--- config.mk ---
export PLATFORM = sky130hd
export DESIGN_NAME = spi_slave
export DESIGN_NICKNAME = d
export VERILOG_FILES = /design/src/rtl/spi_slave.sv
export SDC_FILE = /design/constraint.sdc
export NUM_CORES = 1
export LEC_CHECK = 0
export BUFFER_PORTS_ARGS = -buffer_cell sky130_fd_sc_hd__buf_2
export CORE_MARGIN = 2
export CORE_UTILIZATION = 45
export DETAILED_ROUTE_END_ITERATION = 6
export GPL_TIMING_DRIVEN = 0
export PLACE_DENSITY = 0.72
export SLEW_MARGIN = 20
export SYNTH_ARGS = -nofsm -noshare
export SYNTH_HDL_FRONTEND = slang
export SYNTH_SLANG_ARGS = --single-unit
--- constraint.sdc ---
create_clock -name clk -period 1.7 [get_ports clk]
set_input_delay 0.425 -clock clk [delete_from_list [all_inputs] [get_ports clk]]
set_output_delay 0.425 -clock clk [all_outputs]
set_load 0.03 [all_outputs]
--- src/rtl/spi_slave.sv ---
// SPI mode-0 responder oversampled on clk; pin-to-action latency SYNC_STAGES+1 clk. tx_ready drops while the one-word buffer is full.
// Optional SPI_SLAVE_OVERRUN_EN: rx_valid holds until rx_ack and words arriving while it is held raise rx_overrun.
module spi_slave #(
  parameter int               WIDTH       = 8,
  parameter int               SYNC_STAGES = 2,
  parameter logic [WIDTH-1:0] DEFAULT_TX  = 8'hFF
) (
  input  logic             clk,
  input  logic             rst_n,
  input  logic             sclk,
  input  logic             cs,
  input  logic             mosi,
  output logic             miso,
  output logic             miso_oe,
  input  logic [WIDTH-1:0] tx_data,
  input  logic             tx_valid,
  output logic             tx_ready,
  output logic [WIDTH-1:0] rx_data,
  output logic             rx_valid,
  input  logic             rx_ack,
  output logic             rx_overrun
);

  localparam int CW = (WIDTH > 1) ? $clog2(WIDTH) : 1;

  typedef enum logic [1:0] {WAIT_CS, IDLE, LOAD, SHIFT} state_t;

  state_t                 state;
  logic [SYNC_STAGES-1:0] sclk_sync, cs_sync, mosi_sync;
  logic                   sclk_q, cs_q;
  logic [WIDTH-1:0]       tx_buf, tx_shift, rx_shift;
  logic [CW-1:0]          bitcnt;
  logic                   word_done;

  logic             sclk_s, cs_s, mosi_s;
  logic             sclk_rise, sclk_fall, cs_rise, cs_fall;
  logic             tx_wr, load_now, word_end;
  logic [WIDTH-1:0] rx_word, load_word;
  logic             shift_msb_unused;

  assign sclk_s    = sclk_sync[SYNC_STAGES-1];
  assign cs_s      = cs_sync[SYNC_STAGES-1];
  assign mosi_s    = mosi_sync[SYNC_STAGES-1];
  assign sclk_rise = sclk_s & ~sclk_q;
  assign sclk_fall = ~sclk_s & sclk_q;
  assign cs_rise   = cs_s & ~cs_q;
  assign cs_fall   = ~cs_s & cs_q;

  assign tx_wr     = tx_valid && tx_ready;
  assign load_word = tx_ready ? DEFAULT_TX : tx_buf;
  assign rx_word   = {rx_shift[WIDTH-2:0], mosi_s};
  // The fall after a completed word reloads rather than shifts, so back-to-back words need no LOAD state.
  assign load_now  = !cs_rise && ((state == LOAD) || (state == SHIFT && sclk_fall && word_done));
  assign word_end  = !cs_rise && (state == SHIFT) && sclk_rise && (bitcnt == CW'(WIDTH - 1));
  assign shift_msb_unused = tx_shift[WIDTH-1];

  // cs synchroniser resets low so WAIT_CS only leaves on a genuinely deselected bus.
  always_ff @(posedge clk) begin
    if (!rst_n) begin
      sclk_sync <= '0;
      cs_sync   <= '0;
      mosi_sync <= '0;
      sclk_q    <= 1'b0;
      cs_q      <= 1'b0;
    end else begin
      sclk_sync <= {sclk_sync[SYNC_STAGES-2:0], sclk};
      cs_sync   <= {cs_sync[SYNC_STAGES-2:0], cs};
      mosi_sync <= {mosi_sync[SYNC_STAGES-2:0], mosi};
      sclk_q    <= sclk_s;
      cs_q      <= cs_s;
    end
  end

  always_ff @(posedge clk) begin
    if (!rst_n) begin
      state      <= WAIT_CS;
      miso       <= 1'b0;
      miso_oe    <= 1'b0;
      tx_ready   <= 1'b1;
      tx_buf     <= '0;
      tx_shift   <= '0;
      rx_shift   <= '0;
      rx_data    <= '0;
      rx_valid   <= 1'b0;
      rx_overrun <= 1'b0;
      bitcnt     <= '0;
      word_done  <= 1'b0;
    end else begin
      // A load in the same clk as a write sees the old (empty) buffer; the new word waits.
      if (tx_wr) begin
        tx_buf   <= tx_data;
        tx_ready <= 1'b0;
      end else if (load_now) begin
        tx_ready <= 1'b1;
      end

      if (load_now) begin
        tx_shift  <= load_word;
        miso      <= load_word[WIDTH-1];
        miso_oe   <= 1'b1;
        bitcnt    <= '0;
        word_done <= 1'b0;
      end

      if (cs_rise) begin
        state     <= IDLE;
        miso      <= 1'b0;
        miso_oe   <= 1'b0;
        bitcnt    <= '0;
        word_done <= 1'b0;
      end else begin
        case (state)
          WAIT_CS: if (cs_s) state <= IDLE;
          IDLE:    if (cs_fall) state <= LOAD;
          LOAD:    state <= SHIFT;
          SHIFT: begin
            if (sclk_rise) begin
              rx_shift <= rx_word;
              if (word_end) begin
                bitcnt    <= '0;
                word_done <= 1'b1;
              end else begin
                bitcnt <= bitcnt + CW'(1);
              end
            end else if (sclk_fall && !word_done) begin
              tx_shift <= {tx_shift[WIDTH-2:0], 1'b0};
              miso     <= tx_shift[WIDTH-2];
            end
          end
          default: state <= WAIT_CS;
        endcase
      end

`ifdef SPI_SLAVE_OVERRUN_EN
      if (rx_ack) begin
        rx_valid   <= 1'b0;
        rx_overrun <= 1'b0;
      end
      if (word_end) begin
        if (!rx_valid || rx_ack) begin
          rx_data  <= rx_word;
          rx_valid <= 1'b1;
        end else begin
          rx_overrun <= 1'b1;
        end
      end
`else
      rx_valid   <= word_end;
      rx_overrun <= 1'b0;
      if (word_end) rx_data <= rx_word;
`endif
    end
  end

`ifndef SPI_SLAVE_OVERRUN_EN
  logic ack_unused;
  assign ack_unused = rx_ack;
`endif

endmodule
# Word-level counts from Yosys, hierarchy flattened
# Index checks and enable logic that the tools add are counted.
dict set report totals {
  register_bits 49
  word_cells 79
  output_inout_bits 13
}
dict set report classes {
  n_bitwise 10
  reduce_logical 19
  eq_ne 8
  n_addsub 1
  mux 24
}
# op count
set op_table {}
lappend op_table {{$mux W8} 6}
lappend op_table {{$mux W3} 4}
lappend op_table {{$mux W1} 11}
lappend op_table {{$reduce_and A3 Y1} 3}
lappend op_table {{$logic_and A1 B1 Y1} 8}
lappend op_table {{$ne A3 B3 Y1 const B} 2}
lappend op_table {{$not A1 Y1} 6}
lappend op_table {{$pmux W2 S3} 1}
lappend op_table {{$and A1 B1 Y1} 4}
lappend op_table {{$eq A2 B2 Y1 const B} 2}
lappend op_table {{$mux W2} 2}
lappend op_table {{$ne A2 B2 Y1 const B} 2}
lappend op_table {{$reduce_bool A4 Y1} 1}
lappend op_table {{$add A3 B1 Y3 const B} 1}
lappend op_table {{$eq A3 B3 Y1 const B} 1}
lappend op_table {{$reduce_bool A3 Y1} 1}
lappend op_table {{$eq A2 B1 Y1 const B} 1}
lappend op_table {{$logic_not A1 Y1} 2}
lappend op_table {{$logic_not A2 Y1} 1}
lappend op_table {{$reduce_bool A2 Y1} 1}
lappend op_table {{$reduce_or A2 Y1} 1}
lappend op_table {{$logic_or A1 B1 Y1} 1}

# Logic depth before layout (Yosys ltp)
dict set report depth {
  ltp_word 11
  depth_mapped 7
}

# Least setup slack after synthesis
# Ideal clock, no wire load.
dict set report synth_path {
  path_type {register to register}
  from {reg state[0]}
  to {reg tx_shift[2]}
  path_stages_with_launch 7
  arrival_ps 1589
  setup_time_ps 117
  period_less_slack_ps 1707
  path_slack_ps -7
  path_cell_list {dfxtp_1 -> ha_1 -> and3b_2 -> a21oi_2 -> buf_6 -> or4_1 -> a32o_1}
}
dict set report synth_via {
  elab_chain_len 10
}
# element line_no
set synth_lines {}
lappend synth_lines {{start: declaration} 28} ;# state_t state;
lappend synth_lines {{start signal: assignment} 76} ;# state <= WAIT_CS;
lappend synth_lines {{start signal: assignment} 106} ;# state <= IDLE;
lappend synth_lines {{start signal: assignment} 113} ;# WAIT_CS: if (cs_s) state <= IDLE;
lappend synth_lines {{$eq A2 B2 Y1} {53, 112}}
lappend synth_lines {{$logic_and A1 B1 Y1 (2 in a row)} 53} ;# assign load_now = !cs_rise && ((state == LOAD) || (state == SHIFT && sclk_fall && word_done));
lappend synth_lines {{$logic_or A1 B1 Y1} 53}
lappend synth_lines {{$logic_and A1 B1 Y1} 53}
lappend synth_lines {{$mux W8} 97} ;# if (load_now) begin
lappend synth_lines {{$mux W8} 125} ;# end else if (sclk_fall && !word_done) begin
lappend synth_lines {{$mux W8} 117} ;# if (sclk_rise) begin
lappend synth_lines {{$mux W8} 112} ;# case (state)
lappend synth_lines {{$mux W8 *} 105} ;# if (cs_rise) begin
lappend synth_lines {{end signal: assignment} 98} ;# tx_shift <= load_word;
lappend synth_lines {{end signal: assignment} 126} ;# tx_shift <= {tx_shift[WIDTH-2:0], 1'b0};
lappend synth_lines {{end: declaration} 31} ;# logic [WIDTH-1:0] tx_buf, tx_shift, rx_shift;
# Mark *: on every way between the ends. The rest lies on a longest branch, timed or not.
# A chain may end at the register's enable or synchronous reset.

# Worst setup path in the final report
dict set report layout_path {
  from {reg state[0]}
  to {reg tx_shift[5]}
}
# The elaborated chain is that of the path after synthesis.

==> reports/results.tsv <==
metric	value	unit
status	complete, no violations	
global_route_met3_usage	3.42	%
power.sequential.fraction	52.4	%
ff_to_ff_start	state[0]$_SDFFE_PN0P_	
route.antenna.remaining_nets	0	
clock_path_buffers	2	
clock_latency	300	ps
portBuffers	24	
number_of_i_o_pins	28	
setup-violations-final	0	
synth.net_count	242	
p_sw_share	26.4	%
endpoint_kind	flip-flop	
top_fanout_value_on_the_critical_path	5	
dieArea	0.00502	mm2
shortest_period_the_worst_path_allows	1680	ps
final-hold-violation-count	0	
drt_iter0_markers	92	
initial_core_util	46.6	%
grt_setup_unrepaired	true	
cts_tree	done	
timing.setup.tns	0	ps
p_clk_share	28.4	%
finish.net_count	278	
syn_inst	218	
num_antenna_cells	0	
stdcell_area	0.00240	mm2
fmax	597	MHz
fraction_of_layout_instances_using_a_drive_strength_above_1	21.2	%
groute.usage.overall	16.1	%
synth_sequential_area_ratio	47.7	%
die_height	70.9	um
cell_internal_pwr	1.77	mW
std_cell_rows	24	
hpwl	2660	um
grtUsageMet2	27.4	%
layout-area-overhead-vs-synth	19.0	%
worstSetupStartpointType	flip-flop	
placedInstanceArea	0.00220	mm2
groute.layer.met1.usage	19.9	%
clk_transition_reported_paths	80	ps
worst_setup_path_startpoint	state[0]$_SDFFE_PN0P_	
global_placer_s_final_weighted_congestion	0.733	
cts.hold.buffers_added	0	
vdd.ir_drop.worst	0.830	mV
top_usage_layer	met2	
drt_first_pass_iters	4	
per_cell_routed_wire_length	12.4	um
grt_max_degree	14	
powerDensity	1010	mW/mm2
cts-htree-levels	2	
timing.setup.critical_path_class	flip-flop to flip-flop	
finClkSkew	4.97	ps
final_max_slew_viol_count	0	
grt_pass1_vias	1476	
synthesis.area	0.00201	mm2
total_of_flip_flops_plus_latches_after_synthesis	48	
remaining_drc_errors	0	
power.switching	637	uW
synth-warning-count	0	
detail_route.wirelength	3820	um
grt_first_pass_wirelength	6480	um
numCtsBuffers	5	
numClockSinks	48	
antenna_found_initial	0	
crit_arrival	1870	ps
min_from	mosi	
p_comb_share	19.2	%
min-delay-path-class	input pin to flip-flop	
p_leak	0.928	nW
root_buffer	sky130_fd_sc_hd__clkbuf_8	
routed_via_density	5.21	
total_power	2.41	mW
finalCritPeriodShare	98.6	%
vias	1600	
fillerInstances	421	
die_w	70.9	um
critPathRequiredTime	1900	ps
synth_cell_types	36	
syn-mean-instance-area	9.23	um2
maxCapViolCount	0	
placeableCoreArea	0.00432	mm2
globalRouteOverflowTotal	0	
==> cells by family (layout without fill, tap and decap cells) <==
kind of cell	count (synthesis)	in the layout	share of synthesized area, %
AO/OA/AOI/OAI	54	54	19.7
flip-flops	48	48	47.7
buffers and inverters	22	59	4.85
other	1	1	0.186
adder cells (fa/ha/maj)	9	9	5.59
multiplexers	1	1	0.497
AND/OR/NAND/NOR	83	83	21.4
==> final cells by class <==
type                       instances  area (um2)  area share [%]
sequential                        48         968            40.4
inverter                           7        26.3            1.10
multi-input combinational        148         995            41.5
timing repair buffer              30         165            6.89
buffer                            14        86.3            3.60
clock buffer                       8        90.1            3.76
tap                               52        65.1            2.72
==> flip-flops by register name (all words and copies together), names as in the netlist <==
signal,cells
rx_data,8
tx_buf,8
rx_shift,7
tx_shift,7
bitcnt,3
cs_sync,2
mosi_sync,2
sclk_sync,2
state,2
cs_q,1
miso,1
miso_oe,1
rx_valid,1
sclk_q,1
tx_ready,1
word_done,1
==> Yosys cell counts (all sizes together) <==
cell | n | share of area (%)
dfxtp | 48 | 48
nand2 | 28 | 5.2
a21boi | 23 | 8.6
nand3 | 17 | 4.2
clkbuf | 10 | 1.9
ha | 9 | 5.6
and2 | 8 | 2.5
nor2 | 8 | 1.5
o21ai | 8 | 2.0
inv | 7 | 1.3
a32o | 6 | 3.0
o21bai | 6 | 2.2
or4 | 6 | 2.2
buf | 5 | 1.7
a21oi | 3 | 0.93
a31oi | 3 | 0.93
nand2b | 3 | 0.93
nor3 | 3 | 0.75
nor2b | 2 | 0.62
nor3b | 2 | 0.99
o31ai | 2 | 0.75
a211oi | 1 | 0.37
and3b | 1 | 0.50
and4b | 1 | 0.50
conb | 1 | 0.19
mux2i | 1 | 0.50
nand3b | 1 | 0.37
nor4 | 1 | 0.31
nor4bb | 1 | 0.50
o21a | 1 | 0.37
o221a | 1 | 0.56
or3 | 1 | 0.31
==> per-layer routing <==
layer / part of all wire [%] / up-vias
li1: - / 829
met1: 47 / 734
met2: 48 / 33
met3: 4.1 / 4
met4: 0.89 / 0
met5: 0 / -
==> worst max-delay path: stages, from the launching register on <==
cell and delay (ps):
sky130_fd_sc_hd__dfxtp_4 370, sky130_fd_sc_hd__ha_4 140, sky130_fd_sc_hd__and3b_2 220, sky130_fd_sc_hd__a21oi_4 70, sky130_fd_sc_hd__buf_6 130, sky130_fd_sc_hd__or4_1 400
sky130_fd_sc_hd__a32o_1 250
==> path summary, 6_finish.rpt <==
check / endpoint / cells after the start / slack [ps]
min: mosi_sync[0]$_SDFF_PN0_ / 2 / 330
max: tx_shift[5]$_SDFF_PN0_ / 6 / 20
min reg2reg: cs_sync[1]$_SDFF_PN0_ / 1 / 440
max reg2reg: tx_shift[5]$_SDFF_PN0_ / 6 / 20
==> layout by cell type, fill, tap and decap left out, types with 7 or more instances in the layout <==
cell | synthesis | layout
sky130_fd_sc_hd__clkbuf_1 | 10 | 9
sky130_fd_sc_hd__inv_1 | 7 | 7
sky130_fd_sc_hd__nor2_1 | 8 | 8
sky130_fd_sc_hd__nand2_1 | 28 | 27
sky130_fd_sc_hd__nand3_1 | 17 | 17
sky130_fd_sc_hd__ha_1 | 9 | 7
sky130_fd_sc_hd__a21boi_0 | 23 | 23
sky130_fd_sc_hd__buf_2 | 3 | 24
sky130_fd_sc_hd__o21ai_0 | 8 | 8
sky130_fd_sc_hd__dfxtp_1 | 48 | 46
sky130_fd_sc_hd__buf_4 | 1 | 9
sky130_fd_sc_hd__and2_1 | 8 | 8
==> what timing repair did <==
action,in CTS,in global routing
endpoints found under the setup margin,26,12
cloned,0,1
pin swaps,1,9
gates resized for setup,9,13
buffers inserted,3,2
==> power groups by stage <==
stage / logic [mW] / registers, mW / clock network (mW)
floorplan: 0.299 / 1.29 / 0
global route: 0.526 / 1.27 / 0.761
finish: 0.463 / 1.26 / 0.685
global placement: 0.393 / 1.28 / 0
CTS: 0.434 / 1.25 / 0.712
detailed placement: 0.401 / 1.28 / 0
==> through the flow <==
stage	utilization [%]	hold WS (ps)	instances	setup slack, ps
global placement	50.9	414	294	-149
detailed placement	50.9	428	294	-175
CTS	54.2	322	305	4.90
finish	55.4	333	307	23.9
floorplan	-	412	218	1.17
global route	55.4	315	307	-53.4
Power figures use the tool's default switching activity.
